File: src/rtl/rec_time_pkg.sv
// Shared control codes, event field layout, mode/state enums for the recorder time base.
package rec_time_pkg;

  localparam logic [3:0] REC_RECORD = 4'd1;
  localparam logic [3:0] REC_PAUSE  = 4'd2;
  localparam logic [3:0] REC_STOP   = 4'd3;
  localparam logic [3:0] REC_PLAY   = 4'd4;

  localparam int EV_CODE_LO = 12;
  localparam int EV_MODE_LO = 10;
  localparam int EV_SPD_LO  = 6;

  typedef enum logic [1:0] {NORMAL, SLOW, FAST} mode_t;

  typedef enum logic [2:0] {
    ST_IDLE, ST_RECORD, ST_REC_PAUSE, ST_PLAY, ST_PLAY_PAUSE, ST_STOP
  } state_t;

  function automatic mode_t decode_mode(input logic [1:0] m);
    case (m)
      2'b10:   return FAST;
      2'b01:   return SLOW;
      default: return NORMAL;
    endcase
  endfunction

endpackage

File: src/rtl/bcd_time_counter.sv
// BCD mm..m:ss counter with clear, load and optional saturation at all-9 minutes:59.
module bcd_time_counter #(
  parameter int MIN_DIGITS = 2
) (
  input  logic                        i_clk,
  input  logic                        i_rst,
  input  logic                        inc_sec,
  input  logic                        clr,
  input  logic                        load,
  input  logic [4*(MIN_DIGITS+2)-1:0] load_val,
  input  logic                        sat_en,
  output logic [4*(MIN_DIGITS+2)-1:0] digits,
  output logic [4*(MIN_DIGITS+2)-1:0] next_digits,
  output logic                        full
);

  localparam int W = 4*(MIN_DIGITS+2);
  localparam logic [W-1:0] MAX_VAL = {{MIN_DIGITS{4'h9}}, 8'h59};

  logic [W-1:0] nxt;
  logic         cy;
  logic         at_max;

  assign at_max = (digits == MAX_VAL);

  // Ripple the +1 second through all digits in one pass; digit 1 is tens-of-seconds (wraps at 5).
  always_comb begin
    nxt = digits;
    cy  = 1'b1;
    for (int i = 0; i < MIN_DIGITS+2; i++) begin
      if (cy) begin
        if (digits[4*i +: 4] == ((i == 1) ? 4'd5 : 4'd9)) begin
          nxt[4*i +: 4] = 4'd0;
        end else begin
          nxt[4*i +: 4] = digits[4*i +: 4] + 4'd1;
          cy            = 1'b0;
        end
      end
    end
  end

  assign next_digits = (sat_en && at_max) ? digits : nxt;

  always_ff @(posedge i_clk or posedge i_rst) begin
    if (i_rst) begin
      digits <= '0;
      full   <= 1'b0;
    end else if (clr) begin
      digits <= '0;
      full   <= 1'b0;
    end else if (load) begin
      digits <= load_val;
    end else if (inc_sec) begin
      if (sat_en && at_max) full   <= 1'b1;
      else                  digits <= nxt;
    end
  end

endmodule

File: src/rtl/rec_time_tracker.sv
// Recorder/player time base: decodes control events, runs record and play BCD clocks
// with fractional-remainder second ticks and fast/slow play rates.
module rec_time_tracker
  import rec_time_pkg::*;
#(
  parameter int CLK_FREQ   = 50000000,
  parameter int MIN_DIGITS = 2,
  parameter int MAX_SPEED  = 8
) (
  input  logic                        i_clk,
  input  logic                        i_rst,
  input  logic [15:0]                 i_input_event,
  output logic [4*(MIN_DIGITS+2)-1:0] o_record_time,
  output logic [4*(MIN_DIGITS+2)-1:0] o_play_time,
  output logic [2:0]                  o_state,
  output logic                        o_rec_full,
  output logic                        o_play_done
);

  localparam int W     = 4*(MIN_DIGITS+2);
  localparam int SUB_W = $clog2(CLK_FREQ+MAX_SPEED);

  state_t           state, nstate;
  logic [SUB_W-1:0] sub, inc, sum;
  logic [3:0]       div, code, spd;
  mode_t            mode;
  logic             spd_ok, div_hit, ev_hit, rec_clr, play_clr;
  logic             rec_run, play_run, tick, play_end;
  logic [W-1:0]     play_nxt, rec_nxt;
  logic             play_full;

  assign code    = i_input_event[EV_CODE_LO +: 4];
  assign mode    = decode_mode(i_input_event[EV_MODE_LO +: 2]);
  assign spd     = i_input_event[EV_SPD_LO +: 4];
  assign spd_ok  = (spd >= 4'd2) && (spd <= 4'(MAX_SPEED));
  assign div_hit = (div >= spd - 4'd1);

  always_comb begin
    nstate   = state;
    ev_hit   = 1'b0;
    rec_clr  = 1'b0;
    play_clr = 1'b0;
    case (code)
      REC_RECORD:
        if (state == ST_IDLE || state == ST_STOP) begin
          nstate = ST_RECORD; ev_hit = 1'b1; rec_clr = 1'b1;
        end else if (state == ST_REC_PAUSE) begin
          nstate = ST_RECORD; ev_hit = 1'b1;
        end
      REC_PAUSE:
        if (state == ST_RECORD) begin
          nstate = ST_REC_PAUSE; ev_hit = 1'b1;
        end else if (state == ST_PLAY) begin
          nstate = ST_PLAY_PAUSE; ev_hit = 1'b1;
        end
      REC_PLAY:
        if ((state == ST_IDLE || state == ST_STOP) && o_record_time != '0) begin
          nstate = ST_PLAY; ev_hit = 1'b1; play_clr = 1'b1;
        end else if (state == ST_PLAY_PAUSE) begin
          nstate = ST_PLAY; ev_hit = 1'b1;
        end
      REC_STOP:
        if (state != ST_IDLE) begin
          nstate = ST_STOP; ev_hit = 1'b1; play_clr = 1'b1;
        end
      default: ;
    endcase
  end

  // An accepted event pre-empts counting for that cycle.
  assign rec_run  = (state == ST_RECORD) && !ev_hit;
  assign play_run = (state == ST_PLAY) && !ev_hit;

  always_comb begin
    inc = '0;
    if (rec_run) begin
      inc = SUB_W'(1);
    end else if (play_run) begin
      case (mode)
        FAST:    inc = spd_ok ? SUB_W'(spd) : SUB_W'(1);
        SLOW:    inc = (!spd_ok || div_hit) ? SUB_W'(1) : '0;
        default: inc = SUB_W'(1);
      endcase
    end
  end

  assign sum      = sub + inc;
  assign tick     = (rec_run || play_run) && (sum >= SUB_W'(CLK_FREQ));
  assign play_end = play_run && tick && ((play_nxt >= o_record_time) || play_full);

  always_ff @(posedge i_clk or posedge i_rst) begin
    if (i_rst) begin
      state       <= ST_IDLE;
      sub         <= '0;
      div         <= '0;
      o_play_done <= 1'b0;
    end else begin
      state       <= play_end ? ST_STOP : nstate;
      o_play_done <= play_end;
      if (rec_clr || play_clr) begin
        sub <= '0;
        div <= '0;
      end else begin
        if (rec_run || play_run) sub <= tick ? sum - SUB_W'(CLK_FREQ) : sum;
        if (play_run && mode == SLOW && spd_ok) div <= div_hit ? 4'd0 : div + 4'd1;
      end
    end
  end

  assign o_state = state;

  bcd_time_counter #(.MIN_DIGITS(MIN_DIGITS)) u_rec (
    .i_clk       (i_clk),
    .i_rst       (i_rst),
    .inc_sec     (rec_run && tick),
    .clr         (rec_clr),
    .load        (1'b0),
    .load_val    ('0),
    .sat_en      (1'b1),
    .digits      (o_record_time),
    .next_digits (rec_nxt),
    .full        (o_rec_full)
  );

  // Play end loads the record time so the display lands exactly on it.
  bcd_time_counter #(.MIN_DIGITS(MIN_DIGITS)) u_play (
    .i_clk       (i_clk),
    .i_rst       (i_rst),
    .inc_sec     (play_run && tick),
    .clr         (play_clr),
    .load        (play_end),
    .load_val    (o_record_time),
    .sat_en      (1'b1),
    .digits      (o_play_time),
    .next_digits (play_nxt),
    .full        (play_full)
  );

  logic unused_rec_nxt;
  assign unused_rec_nxt = ^rec_nxt;

endmodule

File: config.mk
export PLATFORM = sky130hd
export DESIGN_NAME = rec_time_tracker
export DESIGN_NICKNAME = d
export VERILOG_FILES = /design/src/rtl/rec_time_pkg.sv /design/src/rtl/bcd_time_counter.sv /design/src/rtl/rec_time_tracker.sv
export SDC_FILE = /design/constraint.sdc
export NUM_CORES = 1
export LEC_CHECK = 0
export ABC_AREA = 1
export BUFFER_PORTS_ARGS = -buffer_cell sky130_fd_sc_hd__buf_2
export CORE_ASPECT_RATIO = 2
export CORE_MARGIN = 8
export CORE_UTILIZATION = 39
export DETAILED_ROUTE_END_ITERATION = 10
export GPL_ROUTABILITY_DRIVEN = 0
export PLACE_DENSITY_LB_ADDON = 0.12
export SYNTH_ARGS = -nofsm -noshare
export SYNTH_HDL_FRONTEND = slang
export SYNTH_SLANG_ARGS = --single-unit
File: constraint.sdc
create_clock -name i_clk -period 4.6 [get_ports i_clk]
set_input_delay 0.46 -clock i_clk [delete_from_list [all_inputs] [get_ports i_clk]]
set_output_delay 0.46 -clock i_clk [all_outputs]
set_load 0.05 [all_outputs]
==> impl_results.md, run 1 <==
- Status: complete, no violations
- Clock sink total: 68
- DP Cell Count: 1263
- Number of cell rows: 64
- Register Area: 1700 sq um
- Avg Cell Area, Syn: 6.48 sq um
- Cts bufs inserted: 9
- DR DRC count: 0
- Sequential share of power: 25.2%
- CP delay by family, top: simple AND/OR/NAND/NOR gates
- Hold Violations, Final: 0
- Post-synth ARST share: 100%
- Pre-antenna DRT Iters: 5
- Final min period: 4.23 ns
- CP Launch Type: flop
- Core ar.: 15200 sq um
- First-pass GRT wire length: 31800 um
- CTS tree: built
- Worst-Margin Slew: 0.854 ns
- CTS max path bufs: 2
- CP max stage delay: 0.37 ns
- Syn Inst Count: 935
- Clock-pin slew on the worst setup and hold paths: 0.06 ns
- Remaining global-route overflow: 0
- Design Area, Final: 7670 sq um
- Htree depth: 3
- Post-Layout Cell Count: 1281
- Antenna cells: 0
- Synth Flop Type: dfrtp_1
- Crit Path Category: flop to flop
- Synthesized Nets: 1004
- Worst skew pair latency: 0.35 ns
- Max_slew headroom: 43.0%
- Final setup fails: 0
- Int Pwr: 1750 uW
- Max VDD drop: 0.192 mV
- Static leakage: 0.00417 uW
- Fmax: 236 MHz
- Final WS setup: 0.371 ns
- Mapped cell area: 6060 sq um
- Worst EP required: 4.84 ns
- Buffers on Ports: 48
- DRT Wirelength: 20300 um
- Die area: 20000 sq um
- Sequential share of the synthesized area: 28.1%
- Vias: 6409
- Crit path capture type: flop
- DP Area: 7170 sq um
- Crit-path max FO: 16
- Layout cells sized above 1: 18.7%
- Clk_skew: 0.00998 ns
- Power Density: 394 nW/um^2
- Die extent in x: 104 um
- NetSw: 1270 uW
- CP bufs+invs: 4
- Hold Path Class: primary input to async pin
- Area growth from synthesis to final layout: 26.6%
- Fillers: 1605
- Netlist cell types: 42
- Largest net degree at the start of global routing: 36
- Cell repeated most along the worst path: nand2_1
- Max Slew Vio Count: 0
- DRT antenna net count: 0
- Multi-input gate area: 3850 sq um
- Post-Place Setup Slack: -0.0326 ns
- Post-synth EDFFs: 0
- Max-cap violations: 0
- Yosys warning total: 0
- Iter 0 DRT Violations: 216
- Initial antenna violation count: 0
- Sw frac: 42.1%
- Final Cycle Share: 91.9%
- Worst EP arrival: 4.47 ns
- Synthesized flop and latch total: 68
- Initial Utilization: 39.8%
- CP max stage cell: dfrtp_1
- Die Ht: 192 um
- Total global-route track usage: 20.6%
- Vias/cell: 5.00
- I/O Pins: 55
- CTS Hold Bufs: 0
- Final Net Count: 1147
- Clock share of power: 28.1%
- Vias in the first global route: 6379
- Combinational share of power: 46.6%
- Wire length per cell: 15.8 um
- Post-DP HPWL: 16500 um
- Root Buffer: clkbuf_16
- Final hold slack: 0.281 ns
==> final timing paths <==
kind	from	to	slack, ns	depth (start not counted)
setup / recovery	u_rec.digits[12]	o_state[1]	0.37	27
hold / removal	i_rst	u_play.digits[12]	0.28	2
setup reg to reg	u_rec.digits[12]	o_state[1]	0.37	27
hold reg to reg	sub[3]	sub[3]	0.50	2
max in group asynchronous	i_rst	sub[1]	3.29	3
min in group i_clk	sub[3]	sub[3]	0.50	2
==> area by class of cell <==
cell class	count	share of cell area (%)
multi-input cells	711	50.3
flip-flops and latches	68	22.2
repair buffers	143	12.4
inverters	145	7.17
clock buffers	11	3.30
well taps	198	3.23
clock inverters	5	1.39
==> Yosys cell counts (8+ instances only) <==
cell type | number | share of area [%]
nor3_1 | 12 | 0.99
a21oi_1 | 34 | 2.8
o21ai_0 | 34 | 2.8
ha_1 | 50 | 10
nand4_1 | 15 | 1.5
nand2_2 | 9 | 0.93
o21ai_1 | 37 | 3.1
dfrtp_1 | 68 | 28
nor2_1 | 89 | 5.5
a31oi_1 | 10 | 1.0
nand2_1 | 279 | 17
nand3_1 | 82 | 6.8
xor2_1 | 16 | 2.3
inv_1 | 138 | 8.6
xnor2_1 | 8 | 1.2
==> registers in the layout (all words and copies together) (netlist names) <==
| name | flops |
|---|---|
| o_state | 3 |
| o_play_done | 1 |
| u_rec.digits | 16 |
| u_play.full | 1 |
| div | 4 |
| sub | 26 |
| u_rec.full | 1 |
| u_play.digits | 16 |
==> through the flow <==
stage / total power, uW / utilization (%) / TNS (ns)
after global placement: 2140 / 47.1 / -0.0291
after floorplan: 1590 / - / 0
after global routing: 3220 / 50.4 / -0.00872
after detailed placement: 2150 / 47.1 / -0.510
final: 3020 / 50.4 / 0
after CTS: 3010 / 49.5 / 0
==> power by group through the flow <==
stage	clock network [uW]	logic, uW	registers, uW
after floorplan	0	711	884
after global placement	0	1370	770
after detailed placement	0	1380	769
after CTS	868	1380	759
after global routing	890	1550	774
final	849	1410	761
==> what timing repair did <==
action | in CTS | in global routing
setup endpoints to repair | 0 | 56
resized for setup | 0 | 32
buffers inserted | 0 | 2
==> kinds of logic (layout without fill, tap and decap cells) <==
group           after synthesis  after routing  synth area share, %
compound gates              132            132                 11.9
xor+xnor                     25             25                 3.74
fa+ha+maj                    51             51                 10.7
buf+inv                     156            304                 10.1
flops                        68             68                 28.1
simple gates                503            503                 35.5
==> worst register-to-register path, stage by stage, from the launching register on <==
cell and delay, ns:
dfrtp_1 0.37, inv_1 0.08, ha_1 0.16, nand4_1 0.17
o31ai_2 0.30, nand2_1 0.08, nand2_1 0.06, nand2_1 0.12
nor2_2 0.23, nand3_4 0.13, nor3b_2 0.17, ha_1 0.30
nand2_1 0.11, nand3_1 0.11, nand2_1 0.09, nand2_2 0.13
buf_4 0.17, nand3_1 0.05, nand2_1 0.08, nor2_2 0.15
nand2_1 0.12, nor2_1 0.13, nand3_2 0.11, nand2_4 0.15
nand3_4 0.23, buf_4 0.22, nand2_1 0.06, inv_1 0.04
==> layer usage <==
metal	track usage, %	share of wire (%)
met4	11.4	4.9
met5	0	0
met3	2.99	2.7
met1	16.8	33
met2	44.2	59
==> cells in the final DEF (no fill, tap or decap), types with 34 or more instances in the layout <==
| cell type | count |
|---|---|
| o21ai_1 | 38 |
| nand3_1 | 78 |
| dfrtp_1 | 68 |
| nand2_1 | 277 |
| ha_1 | 49 |
| inv_1 | 135 |
| a21oi_1 | 34 |
| buf_4 | 95 |
| buf_2 | 48 |
| nor2_1 | 84 |
(Power assumes the default switching activity.)
==> inputs of run 2 (changes only) <==
clock period = 3.6 ns   (was 4.6 ns; I/O delays follow)
==> run 2 against run 1 <==
The flow now finishes with violations (negative setup slack). Largest cell class unchanged. Register-to-register slack got worse by 0.86 ns. Global-route usage increased by 3.4 points. Power increased by 40%. Highest routed layer unchanged. Critical path depth increased by 2. Combinational power increased by 65%. Clock power increased by 7.2%. Critical endpoint is now u_play.digits[13]. Cell count increased by 8.6%. Clock skew decreased by 0.0048 ns. Utilization increased by 9.2 points. Sequential power increased by 31%. Largest power group unchanged.
==> impl_results.md, run 2 (synthesis results as in run 1) <==
- Worst EP arrival: 4.31 ns
- Area growth from synthesis to final layout: 49.7%
- Clk_skew: 0.00519 ns
- Clock-pin slew on the worst setup and hold paths: 0.06 ns
- Largest registers: sub x26, u_play.digits x16, u_rec.digits x16
- Layout cells sized above 1: 35.8%
- Crit path capture type: flop
- Top reg by flops: sub
- DRT Wirelength: 23600 um
- DR DRC count: 0
- Vias: 7133
- Fmax: 244 MHz
- Iter 0 DRT Violations: 230
- Htree depth: 3
- Final setup fails: 56
- Max Slew Vio Count: 0
- Max_slew headroom: 46.2%
- CP Launch Type: flop
- Final Net Count: 1257
- Final WS setup: -0.491 ns
- Largest net degree at the start of global routing: 28
- Die area: 20000 sq um
- Final hold slack: 0.0560 ns
- Hold Violations, Final: 0
- Final min period: 4.09 ns
- Remaining global-route overflow: 0
- CTS Hold Bufs: 0
- Worst-Margin Slew: 0.805 ns
- Hold Path Class: primary input to async pin
- Initial antenna violation count: 0
- Wire length per cell: 17.0 um
- Most frequent cells in the layout: 243 x nand2_1, 188 x buf_4, 119 x inv_1
- Worst EP required: 3.82 ns
- Max reg flops: 26
- Pre-antenna DRT Iters: 4
- DP Area: 8000 sq um
- Static leakage: 0.00476 uW
- Max VDD drop: 0.329 mV
- First-pass GRT wire length: 37300 um
- Number of cell rows: 64
- Clock sink total: 68
- Unrepaired setup endpoints after global routing: true
- CTS tree: built
- Pwr Total: 4230 uW
- DRT antenna net count: 0
- Power Density: 467 nW/um^2
- Design Area, Final: 9060 sq um
- Final Cycle Share: 114%
- TNS Setup: -23.88 ns
- Failing checks: negative setup slack
- CP max stage delay: 0.41 ns
- Core ar.: 15200 sq um
- Max-cap violations: 0
- Antenna cells: 0
- Post-DP HPWL: 18400 um
- I/O Pins: 55
- CTS max path bufs: 2
- Die Ht: 192 um
- Cell repeated most along the worst path: nor2_4
- Fillers: 1512
- Buffers on Ports: 48
- Worst skew pair latency: 0.34 ns
- Status: complete, but fails checks
- Vias/cell: 5.13
- CP max stage cell: dfrtp_2
- Crit-path max FO: 7
- Most common cell after layout, fill and taps aside: nand2_1
- Vias in the first global route: 7379
- Root Buffer: clkbuf_16
- Post-Place Setup Slack: -0.951 ns
- Crit Path Category: flop to flop
- Die extent in x: 104 um
- Initial Utilization: 39.8%
- Total global-route track usage: 24.0%
- Cts bufs inserted: 9
## run 2: cell types whose count changed in the layout (fill, tap and decap cells not counted), sizes merged
| cell | delta |
|---|---|
| clkinvlp | -1 |
| inv | +1 |
| clkinv | +2 |
| buf | +105 |
| bufinv | -2 |
| nand2 | +2 |
| nand3 | +2 |
| clkbuf | +1 |
## run 2: final timing paths
kind | startpoint | end | slack [ns] | cells after the start
worst min-delay path | i_rst | u_play.digits[12] | 0.06 | 2
max in group asynchronous | i_rst | u_rec.digits[10] | 2.72 | 3
worst min register to register | u_play.full | u_play.full | 0.50 | 2
worst max register to register | u_rec.digits[1] | u_play.digits[13] | -0.49 | 29
min in group i_clk | u_play.full | u_play.full | 0.50 | 2
worst max-delay path | u_rec.digits[1] | u_play.digits[13] | -0.49 | 29
## run 2: power breakdown
group          switching [uW]  internal [uW]  total [uW]
clock                     355            555         910
sequential                118            880         998
combinational            1420            903        2320
total                    1890           2340        4230
## run 2: what timing repair did
action / CTS / global route
setup buffers: 12 / 9
cloned: 3 / 2
endpoints found under the setup margin: 56 / 56
pin swaps: 38 / 34
resized for setup: 89 / 54
## run 2: through the flow
step	std cells	util, %
2_1_floorplan	935	-
3_5_place_dp	1349	52.6
6_report	1391	59.6
4_1_cts	1380	57.5
3_3_place_gp	1349	52.6
5_1_grt	1391	59.6
## run 2: area by class of cell
class / count / area (sq um) / area share [%]
timing repair buffer: 248 / 1840 / 20.3
inverter: 145 / 572 / 6.31
timing repair inverter: 1 / 11.3 / 0.124
tap: 198 / 248 / 2.73
clock inverter: 4 / 48.8 / 0.538
clock buffer: 12 / 246 / 2.72
multi-input combinational: 715 / 4370 / 48.2
sequential: 68 / 1730 / 19.0
## run 2: critical path, delay by kind of cell, from the launching register on
| family | cells | cell delay (ns) |
|---|---|---|
| adder cells (fa/ha/maj) | 3 | 0.58 |
| buffers and inverters | 6 | 0.59 |
| flip-flops | 1 | 0.41 |
| AND/OR/NAND/NOR | 16 | 1.61 |
| AO/OA/AOI/OAI | 4 | 0.79 |
## run 2: metal layers
metal / vias up / GRT usage, % / routed length [um]
li1: 3530 / - / -
met1: 3297 / 19.4 / 7270
met2: 198 / 49.3 / 13400
met3: 108 / 3.19 / 684
met4: 0 / 19.3 / 2260
met5: - / 0 / 0
==> inputs of run 3 (changes only) <==
CTS_BUF_LIST = sky130_fd_sc_hd__clkbuf_8   (was not set)
==> run 3 against run 2 <==
The flow still finishes with violations (negative setup slack). Power is 5.5% lower. Combinational power about the same. First-iteration DRC count is 6.1% higher. Die area is the same. Sequential share of layout area rose by 0.23 points. Worst setup slack improved by 0.00069 ns. Register-to-register slack hardly changed. Sequential power down 0.4%. Largest cell class unchanged.
==> impl_results.md, run 3 (synthesis results as in run 1) <==
- Initial antenna violation count: 0
- Max-cap violations: 0
- Htree depth: 3
- Root Buffer: clkbuf_8
- Vias/cell: 5.10
- Top reg by flops: sub
- CTS Hold Bufs: 0
- DRT Wirelength: 23500 um
- Unrepaired setup endpoints after global routing: true
- Max_slew headroom: 46.0%
- Vias in the first global route: 7388
- First-pass GRT wire length: 36800 um
- Final min period: 4.09 ns
- Crit-path max FO: 14
- Wire length per cell: 16.9 um
- CTS tree: built
- Clock sink total: 68
- Final Cycle Share: 114%
- Design Area, Final: 8960 sq um
- Status: complete, but fails checks
- Fmax: 244 MHz
- Die area: 20000 sq um
- Area growth from synthesis to final layout: 47.9%
- Final setup fails: 56
- CP max stage delay: 0.41 ns
- Remaining global-route overflow: 0
- Post-DP HPWL: 18400 um
- Initial Utilization: 39.8%
- Final hold slack: 0.0281 ns
- Max Slew Vio Count: 0
- Total global-route track usage: 23.7%
- DR DRC count: 0
- Core ar.: 15200 sq um
- Most common cell after layout, fill and taps aside: nand2_1
- Most frequent cells in the layout: 239 x nand2_1, 189 x buf_4, 122 x inv_1
- Power Density: 446 nW/um^2
- Largest net degree at the start of global routing: 28
- Fillers: 1526
- Clk_skew: 0.00735 ns
- Final WS setup: -0.491 ns
- Worst EP arrival: 4.33 ns
- Max VDD drop: 0.342 mV
- Layout cells sized above 1: 35.9%
- CP Launch Type: flop
- Failing checks: negative setup slack
- Number of cell rows: 64
- Crit Path Category: flop to flop
- Crit path capture type: flop
- Final Net Count: 1257
- Cts bufs inserted: 9
- Final core occ: 58.9%
- Clock-pin slew on the worst setup and hold paths: 0.08 ns
- Die Ht: 192 um
- Worst EP required: 3.84 ns
- Antenna cells: 0
- Iter 0 DRT Violations: 244
- Pre-antenna DRT Iters: 5
- Static leakage: 0.00472 uW
- Buffers on Ports: 48
- CTS max path bufs: 2
- Largest registers: sub x26, u_play.digits x16, u_rec.digits x16
- DRT antenna net count: 0
- Hold Path Class: primary input to async pin
- CP max stage cell: dfrtp_2
- DP Area: 8000 sq um
- Die extent in x: 104 um
- Max reg flops: 26
- Hold Violations, Final: 0
- Vias: 7089
- Worst-Margin Slew: 0.809 ns
- I/O Pins: 55
- Worst skew pair latency: 0.36 ns
run 3: changes by cell type in the layout (fill, tap and decap cells not counted), sizes merged:
cell and delta:
inv +2, clkbuf -2
run 3: worst max-delay path, delay by kind of cell (launching register included):
kind	cells	cell delay, ns
adders and majority gates	3	0.58
xor gates and xnor gates	1	0.22
AOI/OAI and AO/OA	2	0.48
buffers and inverters	6	0.50
and+or+nand+nor	18	1.76
DFF	1	0.41
run 3: cell type report:
type / count / area [sq um] / area share [%]
repair inverters: 1 / 6.26 / 0.0698
well taps: 198 / 248 / 2.77
clock buffers: 10 / 138 / 1.54
multi-input cells: 715 / 4380 / 48.8
flip-flops and latches: 68 / 1730 / 19.3
clock inverters: 6 / 56.3 / 0.629
repair buffers: 248 / 1840 / 20.5
inverters: 145 / 572 / 6.38
run 3: final timing paths:
check	startpoint	end	slack (ns)	cells after the start
setup / recovery	u_rec.digits[12]	u_play.digits[4]	-0.49	30
hold / removal	i_rst	u_play.digits[12]	0.03	2
setup reg to reg	u_rec.digits[12]	u_play.digits[4]	-0.49	30
hold reg to reg	u_play.full	u_play.full	0.51	2
max in group asynchronous	i_rst	u_rec.digits[4]	2.75	3
min in group i_clk	i_input_event[12]	o_state[2]	0.51	3
run 3: per-stage QoR:
step | worst slack [ns] | cells | TNS (ns) | power [uW]
global placement | -0.881 | 1349 | -39.07 | 3020
floorplan | -0.390 | 935 | -18.66 | 2140
CTS | -0.501 | 1379 | -23.96 | 3850
detailed placement | -0.951 | 1349 | -44.15 | 3030
global route | -0.754 | 1391 | -38.83 | 4250
finish | -0.491 | 1391 | -24.20 | 4000
run 3: routing by layer:
layer	vias to the layer above	GRT usage (%)	routed length, um
met1	3311	18.7	7280
met4	0	20.5	1980
met5	-	0	0
met2	159	48.8	13700
li1	3528	-	-
met3	91	2.99	576
run 3: what timing repair did:
item                                    in CTS  in global routing
resized for setup                           83                 61
hold endpoints to repair                     0                  0
endpoints found under the setup margin      56                 56
cloned                                       3                  2
pin swaps                                   38                 37
setup buffers                               11                 11
run 3: power by group:
part	switching [uW]	internal (uW)
registers	116	878
logic	1420	921
clock network	327	333
